$ cat src/rtl/baud_gen_frac.sv
// Fractional baud-rate generator: integer + fractional divisor with shadowed update,
// oversample and bit strobes, and a registered square wave for the BAUDOUT pin.
module baud_gen_frac #(
    parameter int unsigned DIV_WIDTH  = 16,
    parameter int unsigned FRAC_WIDTH = 4,
    parameter int unsigned OVERSAMPLE = 16,
    parameter int unsigned RESET_DIV  = 0
) (
    input  logic                  CLK,
    input  logic                  RST,
    input  logic                  EN,
    input  logic [DIV_WIDTH-1:0]  DIVISOR,
    input  logic [FRAC_WIDTH-1:0] FRAC,
    input  logic                  DIV_LOAD,
    input  logic                  SYNC_CLR,
    output logic                  BAUD_TICK,
    output logic                  BIT_TICK,
    output logic                  BAUDOUT_CLK,
    output logic                  DIV_PENDING
);

    localparam int unsigned        OsW      = (OVERSAMPLE > 1) ? $clog2(OVERSAMPLE) : 1;
    localparam logic [OsW-1:0]     OsLast   = OsW'(OVERSAMPLE - 1);
    localparam logic [OsW-1:0]     OsOne    = OsW'(1);
    localparam logic [DIV_WIDTH:0] NOne     = (DIV_WIDTH + 1)'(1);
    localparam logic [DIV_WIDTH-1:0] CntOne = DIV_WIDTH'(1);
    localparam logic [DIV_WIDTH-1:0] ResetDiv = DIV_WIDTH'(RESET_DIV);

    logic [DIV_WIDTH-1:0]  d_q, d_d;
    logic [FRAC_WIDTH-1:0] f_q, f_d;
    logic [DIV_WIDTH-1:0]  sh_div_q, sh_div_d;
    logic [FRAC_WIDTH-1:0] sh_frac_q, sh_frac_d;
    logic                  pend_q, pend_d;
    logic [DIV_WIDTH-1:0]  cnt_q, cnt_d;
    logic [FRAC_WIDTH-1:0] acc_q, acc_d;
    logic                  ext_q, ext_d;
    logic [OsW-1:0]        os_q, os_d;
    logic                  en_q, en_d;
    logic                  tick_q, tick_d;
    logic                  bit_q, bit_d;
    logic                  bclk_q, bclk_d;

    logic                  halt;
    logic                  active;
    logic                  wrap;
    logic                  apply;
    logic [DIV_WIDTH:0]    n;
    logic [DIV_WIDTH:0]    half;
    logic [FRAC_WIDTH:0]   acc_sum;

    always_comb begin
        halt    = !EN || (d_q == '0);
        // en_q gives one idle start-up cycle (CNT=0) after EN rises.
        active  = !halt && en_q;
        n       = {1'b0, d_q} + {{DIV_WIDTH{1'b0}}, ext_q};
        half    = (n + NOne) >> 1;
        wrap    = active && !SYNC_CLR && ({1'b0, cnt_q} == (n - NOne));
        acc_sum = {1'b0, acc_q} + {1'b0, f_q};
        apply   = pend_q && (halt || (active && (SYNC_CLR || wrap)));
    end

    always_comb begin
        cnt_d  = cnt_q;
        acc_d  = acc_q;
        ext_d  = ext_q;
        os_d   = os_q;
        tick_d = 1'b0;
        bit_d  = 1'b0;
        bclk_d = 1'b0;
        en_d   = EN;

        if (!active) begin
            cnt_d = '0;
            acc_d = '0;
            ext_d = 1'b0;
            os_d  = '0;
        end else if (SYNC_CLR) begin
            cnt_d  = '0;
            acc_d  = '0;
            ext_d  = 1'b0;
            os_d   = '0;
            bclk_d = ({1'b0, cnt_q} < half);
        end else if (wrap) begin
            cnt_d  = '0;
            acc_d  = acc_sum[FRAC_WIDTH-1:0];
            ext_d  = acc_sum[FRAC_WIDTH];
            os_d   = (os_q == OsLast) ? '0 : os_q + OsOne;
            tick_d = 1'b1;
            bit_d  = (os_q == OsLast);
            bclk_d = ({1'b0, cnt_q} < half);
        end else begin
            cnt_d  = cnt_q + CntOne;
            bclk_d = ({1'b0, cnt_q} < half);
        end
    end

    always_comb begin
        d_d       = d_q;
        f_d       = f_q;
        sh_div_d  = sh_div_q;
        sh_frac_d = sh_frac_q;
        pend_d    = pend_q;

        if (apply) begin
            d_d    = sh_div_q;
            f_d    = sh_frac_q;
            pend_d = 1'b0;
        end

        // While halted there is no period boundary to wait for, so load straight through.
        if (DIV_LOAD) begin
            sh_div_d  = DIVISOR;
            sh_frac_d = FRAC;
            if (halt) begin
                d_d    = DIVISOR;
                f_d    = FRAC;
                pend_d = 1'b0;
            end else begin
                pend_d = 1'b1;
            end
        end
    end

    always_ff @(posedge CLK) begin
        if (RST) begin
            d_q       <= ResetDiv;
            f_q       <= '0;
            sh_div_q  <= '0;
            sh_frac_q <= '0;
            pend_q    <= 1'b0;
            cnt_q     <= '0;
            acc_q     <= '0;
            ext_q     <= 1'b0;
            os_q      <= '0;
            en_q      <= 1'b0;
            tick_q    <= 1'b0;
            bit_q     <= 1'b0;
            bclk_q    <= 1'b0;
        end else begin
            d_q       <= d_d;
            f_q       <= f_d;
            sh_div_q  <= sh_div_d;
            sh_frac_q <= sh_frac_d;
            pend_q    <= pend_d;
            cnt_q     <= cnt_d;
            acc_q     <= acc_d;
            ext_q     <= ext_d;
            os_q      <= os_d;
            en_q      <= en_d;
            tick_q    <= tick_d;
            bit_q     <= bit_d;
            bclk_q    <= bclk_d;
        end
    end

    assign BAUD_TICK   = tick_q;
    assign BIT_TICK    = bit_q;
    assign BAUDOUT_CLK = bclk_q;
    assign DIV_PENDING = pend_q;

endmodule

$ cat config.mk
export PLATFORM = sky130hd
export DESIGN_NAME = baud_gen_frac
export DESIGN_NICKNAME = d
export VERILOG_FILES = /design/src/rtl/baud_gen_frac.sv
export SDC_FILE = /design/constraint.sdc
export NUM_CORES = 1
export LEC_CHECK = 0
export ABC_AREA = 1
export CORE_MARGIN = 1
export CORE_UTILIZATION = 45
export CTS_CLUSTER_SIZE = 10
export DETAILED_ROUTE_END_ITERATION = 6
export PLACE_DENSITY = 0.73
export SYNTH_ARGS = -nofsm -noshare
export SYNTH_HDL_FRONTEND = slang
export SYNTH_SLANG_ARGS = --single-unit
$ cat constraint.sdc
create_clock -name CLK -period 6.9 [get_ports CLK]
set_input_delay 2.07 -clock CLK [delete_from_list [all_inputs] [get_ports CLK]]
set_output_delay 2.07 -clock CLK [all_outputs]
set_load 0.005 [all_outputs]
==> reports/results.txt, run 1 <==
outcome: finished, final reports clean
CTS Root Cell: clkbuf_8
Clock Latency Late Sink: 350 ps
Core Rows: 37
PostCTS Resize Cnt: 0
Die Height: 107 um
Final #Nets: 842
RePlAce Congestion: 0.908
slowest stage cell, crit path: clkdlybuf4s50_1
PD cells: 191 nW/um^2
placed instance area: 5290 um^2
grt met3 use: 3.65%
Critical Path Start Type: input pin
Multi-input gate area: 3050 um^2
Max Cap Violations: 0
Post-synth ARST share: 0%
DP HPWL: 9360 um
WHS: 462 ps
hold buffer count at CTS: 0
Placed Cells: 916
vias per cell: 5.21
Post-Syn Nets: 822
Worst Path Arrival: 4660 ps
H-tree level count: 3
RSZ-0062 raised after global routing: false
global route total overflow: 0
CP Data Required Time: 7170 ps
CP most frequent cell: nand2_1
register area: 1400 um^2
Layout Cells excl Fill: 932
layout cells sized above 1: 7.66%
max-slew violations: 0
WHS Path Cells: 2
crit-path max cell delay: 690 ps
router iterations before antenna repair: 5
# DRC: 0
reg2reg start: ext_q
setup_tns: 0 ps
CTS tree: yes
worst r2r path cells: 22
HP Start: sh_div_q[12]
total CTS buffers: 9
Unique masters post-synth: 41
Post-synth EDFFs: 0
Global Route met1 Usage: 29.6%
period utilization: 63.5%
HP Class: reg -> reg
slack of the critical path: 2520 ps
Boundary Pins: 29
All-Layer GR Usage: 22.4%
width of the die: 107 um
# port buffers: 28
GR peak layer: met2
# clock sinks: 70
reg-to-reg slack, setup: 2980 ps
largest net degree at the start of global routing: 35
Critical R2R Capture: d_q[10]
clk slew on worst S/H paths: 80 ps
final hold vios: 0
initial antenna violation count: 0
post-synthesis cell count: 771
Starting Density: 47.1%
max_slew headroom: 44.4%
Critical Path Sink Type: register
Critical Path Fanout Max: 21
die area: 11,400 um^2
crit path cell chain: clkdlybuf4s50_1 -> inv_1 -> nand2_1 -> nor2_1 -> o21ai_2 -> nand2_1 -> nor3b_1
syn avg cell area: 6.39 um^2
Antenna Nets Post-Route: 0
CORE AREA: 10,500 um^2
first-pass GRT wire length: 20,600 um
Worst Tran Pin Value: 834 ps
final WL: 11,900 um
ant diodes: 0
total chip power: 1.05 mW
Tmin final: 4380 ps
Leakage: 2.50 nW
flops & latches, synth: 70
maximum VDD drop: 0.122 mV
Min-Delay Endpoint: sh_div_q[12]
synthesized area: 4930 um^2
fmax: 0.228 GHz
vias after detailed routing: 4,855
critical path class: in -> reg
fin util: 52.5%
Main synth FF type: dfxtp_1
Avg WL per Cell: 12.8 um
Iteration-0 DRC Markers: 318
# Post-CTS Setup Buffers: 0
clock skew: 7.57 ps
pre-CTS WS: 2240 ps
met2 Track Usage GR: 37.8%
Final setup viols: 0
area grow syn2layout: 11.5%
warnings from Yosys: 0
maximum clock path buffer count: 2
vias in the first global route: 4,607
Final Cell Area: 5500 um^2
FILL cells: 1,074
post-synthesis sequential area ratio: 28.4%
-- synthesized netlist by cell type, types with 2 or more instances --
master | instances | area share [%]
a21boi_0 | 2 | 0.30
inv_2 | 6 | 0.46
nand3_1 | 84 | 8.5
nor2_4 | 4 | 0.91
nand2_2 | 12 | 1.5
nand3_2 | 5 | 1.0
nor2_8 | 2 | 0.81
nor3b_1 | 5 | 0.76
buf_2 | 3 | 0.30
nor4_1 | 4 | 0.51
a21oi_1 | 56 | 5.7
nor2_1 | 85 | 6.5
o21ai_0 | 33 | 3.4
nand2_4 | 4 | 0.91
clkbuf_1 | 12 | 0.91
xor2_1 | 19 | 3.4
nand2_1 | 188 | 14
nand4_1 | 14 | 1.8
o21ai_1 | 4 | 0.41
ha_1 | 25 | 6.3
xnor2_1 | 2 | 0.36
inv_1 | 94 | 7.2
buf_6 | 2 | 0.46
o21bai_1 | 3 | 0.46
dfxtp_1 | 70 | 28
nor3_1 | 10 | 1.0
nor2_2 | 8 | 1.0
buf_1 | 2 | 0.15
-- where the power goes --
group,switching [mW],total (mW),internal [mW],leakage [nW]
Combinational,0.162,0.255,0.0929,1.83
Clock,0.168,0.346,0.179,0.103
Sequential,0.0225,0.447,0.425,0.574
Total,0.353,1.05,0.697,2.50
-- cells in the final DEF (no fill, tap or decap), drive strengths merged --
cell type / instances
nand2: 204
inv: 101
nor2: 99
nand3: 89
dfxtp: 70
a21oi: 56
o21ai: 38
clkdlybuf4s50: 28
ha: 25
xor2: 19
nand4: 14
nor3: 10
clkbuf: 10
nor3b: 5
nor4: 4
clkinv: 4
o21bai: 3
xnor2: 2
a21boi: 2
o31ai: 1
a31oi: 1
or2: 1
nand3b: 1
and2: 1
o211a: 1
o211ai: 1
a21o: 1
o2111a: 1
fa: 1
bufinv: 1
clkinvlp: 1
buf: 1
-- critical path, delay by kind of cell --
| kind | cells | cell delay, ps |
|---|---|---|
| AO/OA/AOI/OAI | 1 | 400 |
| buffers and inverters | 2 | 1220 |
| AND/OR/NAND/NOR | 4 | 950 |
-- kinds of logic (layout without fill, tap and decap cells) --
group                    after synthesis  after routing  share of synthesized area, %
AO/OA/AOI/OAI                        105            105                          11.4
XOR/XNOR                              21             21                          3.73
buffers and inverters                121            146                          9.70
adder cells (fa/ha/maj)               26             26                          6.75
AND/OR/NAND/NOR                      428            428                          40.0
flip-flops                            70             70                          28.4
-- per-layer routing --
layer  wire length (um)  share of wire, %
met1               5570                47
met2               5580                47
met3                623               5.2
met4                126               1.1
met5                  0                 0
-- how the worst max path moves through the flow --
stage / cells after the start / slack [ps] / to / startpoint
after floorplan: 9 / 3700 / cnt_q[13] / EN
after global placement: 7 / 2380 / os_q[0] / RST
after detailed placement: 7 / 2240 / os_q[0] / RST
after CTS: 7 / 2580 / os_q[0] / RST
after global routing: 7 / 2230 / os_q[0] / RST
final: 7 / 2520 / os_q[0] / RST
-- cell type report --
cell class                 instances  share of cell area [%]
clock inverter                     6                    1.25
multi-input combinational        580                    55.5
inverter                         101                    6.92
sequential                        70                    25.5
tap                              136                    3.10
clock buffer                      10                    2.50
timing repair buffer              29                    5.24
-- state kept, by name, indices dropped and copies added (netlist names) --
register     flops
BAUDOUT_CLK      1
DIV_PENDING      1
en_q             1
BIT_TICK         1
BAUD_TICK        1
acc_q            4
d_q             16
ext_q            1
sh_frac_q        4
f_q              4
cnt_q           16
sh_div_q        16
os_q             4
Power figures use the tool's default switching activity.
==> run 2, diff against run 1 <==
==> constraint.sdc (replaced) <==
create_clock -name CLK -period 4.22 [get_ports CLK]
set_input_delay 1.266 -clock CLK [delete_from_list [all_inputs] [get_ports CLK]]
set_output_delay 1.266 -clock CLK [all_outputs]
set_load 0.005 [all_outputs]
==> run 2 against run 1 <==
  * Wire length is 5.0% higher
  * Sequential power is 63% higher
  * Non-clock buffer count is 5 higher
  * Clock skew is 6.6 ps higher
  * Global-route usage is 0.88 points higher
  * Flip-flop and latch count stayed put
  * Design area is 0.80% higher
  * First-iteration DRC count is 11% lower
  * Power is 68% higher
  * Critical path type is now reg -> reg
==> reports/results.txt, run 2 (synthesis results as in run 1) <==
outcome: finished, final reports clean
Core Rows: 37 (unchanged)
largest net degree at the start of global routing: 35 (unchanged)
Tmin final: 3610 ps
Final #Nets: 847 (+0.59%)
CTS tree: yes
global route total overflow: 0 (unchanged)
clock skew: 14.1 ps (+6.57 ps)
Avg WL per Cell: 13.3 um (+4.4%)
ant diodes: 0 (unchanged)
Gate power share: 24.4% (about the same)
Final setup viols: 0 (unchanged)
Die Height: 107 um (unchanged)
HP Class: reg -> reg
CP Data Required Time: 4480 ps (-2690 ps)
Clock power frac: 34.5% (+1.5 points)
total CTS buffers: 9 (unchanged)
Layout Cells excl Fill: 937 (+0.54%)
CTS Root Cell: clkbuf_8
Antenna Nets Post-Route: 0 (unchanged)
Placed Cells: 921 (+0.55%)
Critical Path Fanout Max: 20 (-4.8%)
pre-CTS WS: 609 ps (-1630 ps)
Starting Density: 47.1% (unchanged)
# Post-CTS Setup Buffers: 0 (unchanged)
H-tree level count: 3 (unchanged)
clk slew on worst S/H paths: 90 ps (about the same)
PostCTS Resize Cnt: 0 (unchanged)
period utilization: 85.5%
final hold vios: 0 (unchanged)
critical path class: reg -> reg
Sw Pwr: 0.617 mW (+75%)
reg2reg start: d_q[0]
Max Cap Violations: 0 (unchanged)
biggest regs: cnt_q x16, d_q x16, sh_div_q x16
Worst Tran Pin Value: 866 ps (+32.1 ps)
Critical Path Sink Type: register
die area: 11,400 um^2 (unchanged)
slack of the critical path: 610 ps (-1910 ps)
Worst Path Arrival: 3870 ps (-790 ps)
layout cells sized above 1: 8.24% (+0.58 points)
RePlAce Congestion: 0.920 (+1.4%)
CORE AREA: 10,500 um^2 (unchanged)
setup_tns: 0 ps (unchanged)
Worst Setup SP: d_q[0]
# clock sinks: 70 (unchanged)
vias per cell: 5.28 (+1.4%)
final WL: 12,500 um (+5.0%)
Switching Fraction: 34.9% (+1.3 points)
most frequent cells in the layout: 188 x nand2_1, 94 x inv_1, 85 x nor2_1
width of the die: 107 um (unchanged)
vias after detailed routing: 4,949 (+1.9%)
fmax: 0.277 GHz
Internal: 1.15 mW (+65%)
maximum VDD drop: 0.179 mV (+48%)
# DRC: 0 (unchanged)
Critical Path Start Type: register
Leakage: 2.53 nW (+1.1%)
Iteration-0 DRC Markers: 284 (-11%)
maximum clock path buffer count: 2 (unchanged)
RSZ-0062 raised after global routing: false
area grow syn2layout: 12.4%
Critical R2R Capture: d_q[0]
All-Layer GR Usage: 23.3% (+0.88 points)
initial antenna violation count: 0 (unchanged)
router iterations before antenna repair: 4 (-1)
reg-to-reg slack, setup: 610 ps (-2370 ps)
hold buffer count at CTS: 0 (unchanged)
# port buffers: 28 (unchanged)
commonest non-fill, non-tap cell in the layout: nand2_1
first-pass GRT wire length: 21,200 um (+2.9%)
vias in the first global route: 4,667 (+1.3%)
worst r2r path cells: 21 (-4.5%)
Flop pwr share: 41.2% (-1.5 points)
Clock Latency Late Sink: 370 ps (+20 ps)
total chip power: 1.77 mW (+68%)
max-slew violations: 0 (unchanged)
Boundary Pins: 29 (unchanged)
PD cells: 319 nW/um^2 (+67%)
DP HPWL: 9500 um (+1.5%)
critical path endpoint: d_q[0]
max_slew headroom: 42.2% (-2.2 points)
run 2: cell types whose count changed in the layout (fill, tap and decap cells not counted):
cell	change
clkinv_2	-1
inv_8	+1
inv_6	+2
buf_4	+5
clkinv_4	-2
run 2: how the worst min path moves through the flow:
stage | startpoint | to | depth (start not counted)
after floorplan | sh_div_q[5] | sh_div_q[5] | 2
after global placement | sh_div_q[15] | sh_div_q[15] | 2
after detailed placement | sh_div_q[4] | sh_div_q[4] | 2
after CTS | sh_div_q[9] | sh_div_q[9] | 2
after global routing | sh_div_q[4] | sh_div_q[4] | 2
final | sh_div_q[4] | sh_div_q[4] | 2
run 2: routing by layer:
layer  part of all wire [%]  track usage, %
met1                     46            29.4
met2                     46            38.8
met4                    2.4            8.71
met5                      0               0
met3                    5.9            4.80
run 2: layout make-up:
class                      count  area (um^2)
clock buffer                  10          138
sequential                    70         1400
multi-input combinational    580         3050
timing repair buffer          34          325
clock inverter                 6         75.1
fill                        1068         4920
tap                          136          170
inverter                     101          380
run 2: power by group through the flow:
stage                     Clock (mW)  Combinational [mW]  Sequential, mW
after floorplan                    0               0.323           0.732
after global placement             0               0.412           0.741
after detailed placement           0               0.421           0.742
after CTS                      0.617               0.426           0.727
after global routing           0.645               0.488           0.732
final                          0.609               0.430           0.727
run 2: through the flow:
stage          hold WS [ps]  util [%]  area [um^2]
6_report                458      52.9         5540
2_1_floorplan           430         -         4930
3_5_place_dp            449      50.9         5330
5_1_grt                 488      52.9         5540
3_3_place_gp            442      50.9         5330
4_1_cts                 462      52.9         5540
run 2: critical path, stage by stage (launching register included):
cell     delay (ps)
dfxtp_1         380
ha_1            240
ha_1            280
nand2_4          90
nand2_1         180
nand2_1         110
nor2_1          210
nand2_1         110
nor2_2          170
nand2_1         110
nor2_2          190
nand2_1          70
nand3_1          80
nand2_1          50
nor2_1          110
nand2_1         140
o21ai_1         160
nand2_1         110
nand2_2          90
nand2_2         250
a21oi_1         250
a21oi_1          90
==> run 3, diff against run 2 <==
--- a/config.mk
+++ b/config.mk
@@ -10,7 +10,8 @@
 export CORE_UTILIZATION = 45
 export CTS_CLUSTER_SIZE = 10
 export DETAILED_ROUTE_END_ITERATION = 6
-export PLACE_DENSITY = 0.73
+export GPL_TIMING_DRIVEN = 0
+export PLACE_DENSITY = 0.68
 export SYNTH_ARGS = -nofsm -noshare
 export SYNTH_HDL_FRONTEND = slang
 export SYNTH_SLANG_ARGS = --single-unit
==> run 3 against run 2 <==
  * Design area increased by 0.29%
  * Combinational power about the same
  * Setup slack worse by 160 ps
  * Hold slack got worse by 0.75 ps
  * Clock power down 6.2%
  * Largest cell class unchanged
==> reports/results.txt, run 3 (synthesis results as in run 1) <==
Final #Nets: 859 (+1.4%)
# DRC: 0 (unchanged)
reg-to-reg slack, setup: 450 ps (-160 ps)
RePlAce Congestion: 0.885 (-3.9%)
vias per cell: 5.12 (-3.1%)
biggest regs: cnt_q x16, d_q x16, sh_div_q x16
fmax: 0.266 GHz (-4.2%)
# port buffers: 26 (-7.1%)
critical path class: reg -> reg
Worst Tran Pin Value: 626 ps (-240 ps)
CTS Root Cell: clkbuf_8
Core Rows: 37 (unchanged)
PostCTS Resize Cnt: 0 (unchanged)
HP Class: reg -> reg
Flop pwr share: 42.0% (+0.8 points)
layout cells sized above 1: 8.00% (-0.24 points)
RSZ-0062 raised after global routing: false
router iterations before antenna repair: 6 (+2)
placed instance area: 5360 um^2 (+0.61%)
Clock power frac: 33.1% (-1.4 points)
Avg WL per Cell: 12.9 um (-3.0%)
total CTS buffers: 9 (unchanged)
Switching Fraction: 34.5% (-0.36 points)
CORE AREA: 10,500 um^2 (unchanged)
Internal: 1.13 mW (-1.8%)
clk slew on worst S/H paths: 80 ps (about the same)
Iteration-0 DRC Markers: 223 (-21%)
DP HPWL: 9730 um (+2.5%)
clock skew: 15.8 ps (+1.69 ps)
Sw Pwr: 0.596 mW (-3.4%)
commonest non-fill, non-tap cell in the layout: nand2_1
Final setup viols: 0 (unchanged)
outcome: finished, final reports clean
Tmin final: 3770 ps (+156 ps)
Critical Path Fanout Max: 10 (-50%)
grt met3 use: 3.65% (-1.2 points)
Worst Path Arrival: 4080 ps (+210 ps)
die area: 11,400 um^2 (unchanged)
Global Route met1 Usage: 30.3% (+0.88 points)
max_slew headroom: 58.2% (+16 points)
FILL cells: 1,127 (+5.5%)
GR peak layer: met2
CP Data Required Time: 4540 ps (+60 ps)
Gate power share: 24.9% (+0.5 points)
Critical Path Start Type: register
hold buffer count at CTS: 0 (unchanged)
initial antenna violation count: 0 (unchanged)
PD cells: 311 nW/um^2 (-2.6%)
CTS tree: yes
width of the die: 107 um (unchanged)
Clock Latency Late Sink: 370 ps (about the same)
met2 Track Usage GR: 39.1% (+0.28 points)
vias after detailed routing: 4,857 (-1.9%)
fin util: 53.1% (+0.16 points)
largest net degree at the start of global routing: 14 (-60%)
period utilization: 89.2% (+3.7 points)
All-Layer GR Usage: 23.8% (+0.49 points)
Starting Density: 47.1% (unchanged)
Antenna Nets Post-Route: 0 (unchanged)
Critical Path Sink Type: register
Max Cap Violations: 0 (unchanged)
total chip power: 1.73 mW (-2.3%)
Boundary Pins: 29 (unchanged)
# clock sinks: 70 (unchanged)
final WL: 12,300 um (-1.8%)
maximum VDD drop: 0.197 mV (+10%)
max-slew violations: 0 (unchanged)
Die Height: 107 um (unchanged)
global route total overflow: 0 (unchanged)
maximum clock path buffer count: 2 (unchanged)
ant diodes: 0 (unchanged)
final hold vios: 0 (unchanged)
first-pass GRT wire length: 21,400 um (+1.3%)
setup_tns: 0 ps (unchanged)
area grow syn2layout: 12.7%
Leakage: 2.53 nW (about the same)
most frequent cells in the layout: 188 x nand2_1, 94 x inv_1, 85 x nor2_1
H-tree level count: 3 (unchanged)
Final Cell Area: 5560 um^2 (+0.29%)
# Post-CTS Setup Buffers: 0 (unchanged)
vias in the first global route: 4,717 (+1.1%)
[run 3: per-layer routing]
metal  part of all wire (%)  vias up  routed length [um]
li1                       -     2579                   -
met1                     47     2139                5800
met2                     46      115                5650
met3                    3.9       24                 483
met4                    2.7        0                 336
met5                      0        -                   0
[run 3: critical path, stage by stage (launching register included)]
cell and delay, ps:
dfxtp_1 390, ha_1 240, ha_1 280, nand2_4 100
nor2_8 170, nand2_1 70, nand2_1 130, inv_2 90
nor4_1 520, nand3_1 220, nor2_1 190, nand3_1 200
nor3_1 190, a21oi_1 70, ha_1 300, nand2_1 70
inv_1 30, o21ai_0 200, nand4_1 120, nor2_1 130
[run 3: layout make-up]
class	count	area, um^2	area share, %
plain buffers	20	97.6	1.76
repair buffers	26	260	4.68
multi-input cells	580	3050	54.9
well taps	136	170	3.06
inverters	101	380	6.85
flip-flops and latches	70	1400	25.2
clock buffers	10	128	2.30
clock inverters	6	68.8	1.24
[run 3: power groups by stage]
stage / sequential [mW] / combinational (mW) / clock, mW
3_3_place_gp: 0.738 / 0.416 / 0
4_1_cts: 0.724 / 0.428 / 0.585
6_report: 0.724 / 0.430 / 0.571
5_1_grt: 0.729 / 0.495 / 0.611
3_5_place_dp: 0.739 / 0.425 / 0
2_1_floorplan: 0.732 / 0.323 / 0
[run 3: stage by stage]
| stage | hold WS (ps) | std cells | worst slack (ps) |
|---|---|---|---|
| 2_1_floorplan | 430 | 771 | 1200 |
| 3_3_place_gp | 446 | 933 | 559 |
| 3_5_place_dp | 448 | 933 | 499 |
| 4_1_cts | 459 | 949 | 404 |
| 5_1_grt | 480 | 949 | 62.8 |
| 6_report | 457 | 949 | 454 |
[run 3: worst paths after layout]
check | from | to | depth (start not counted)
worst max-delay path | ext_q | BAUDOUT_CLK | 19
worst min-delay path | sh_div_q[15] | sh_div_q[15] | 2
worst max register to register | ext_q | BAUDOUT_CLK | 19
worst min register to register | sh_div_q[15] | sh_div_q[15] | 2
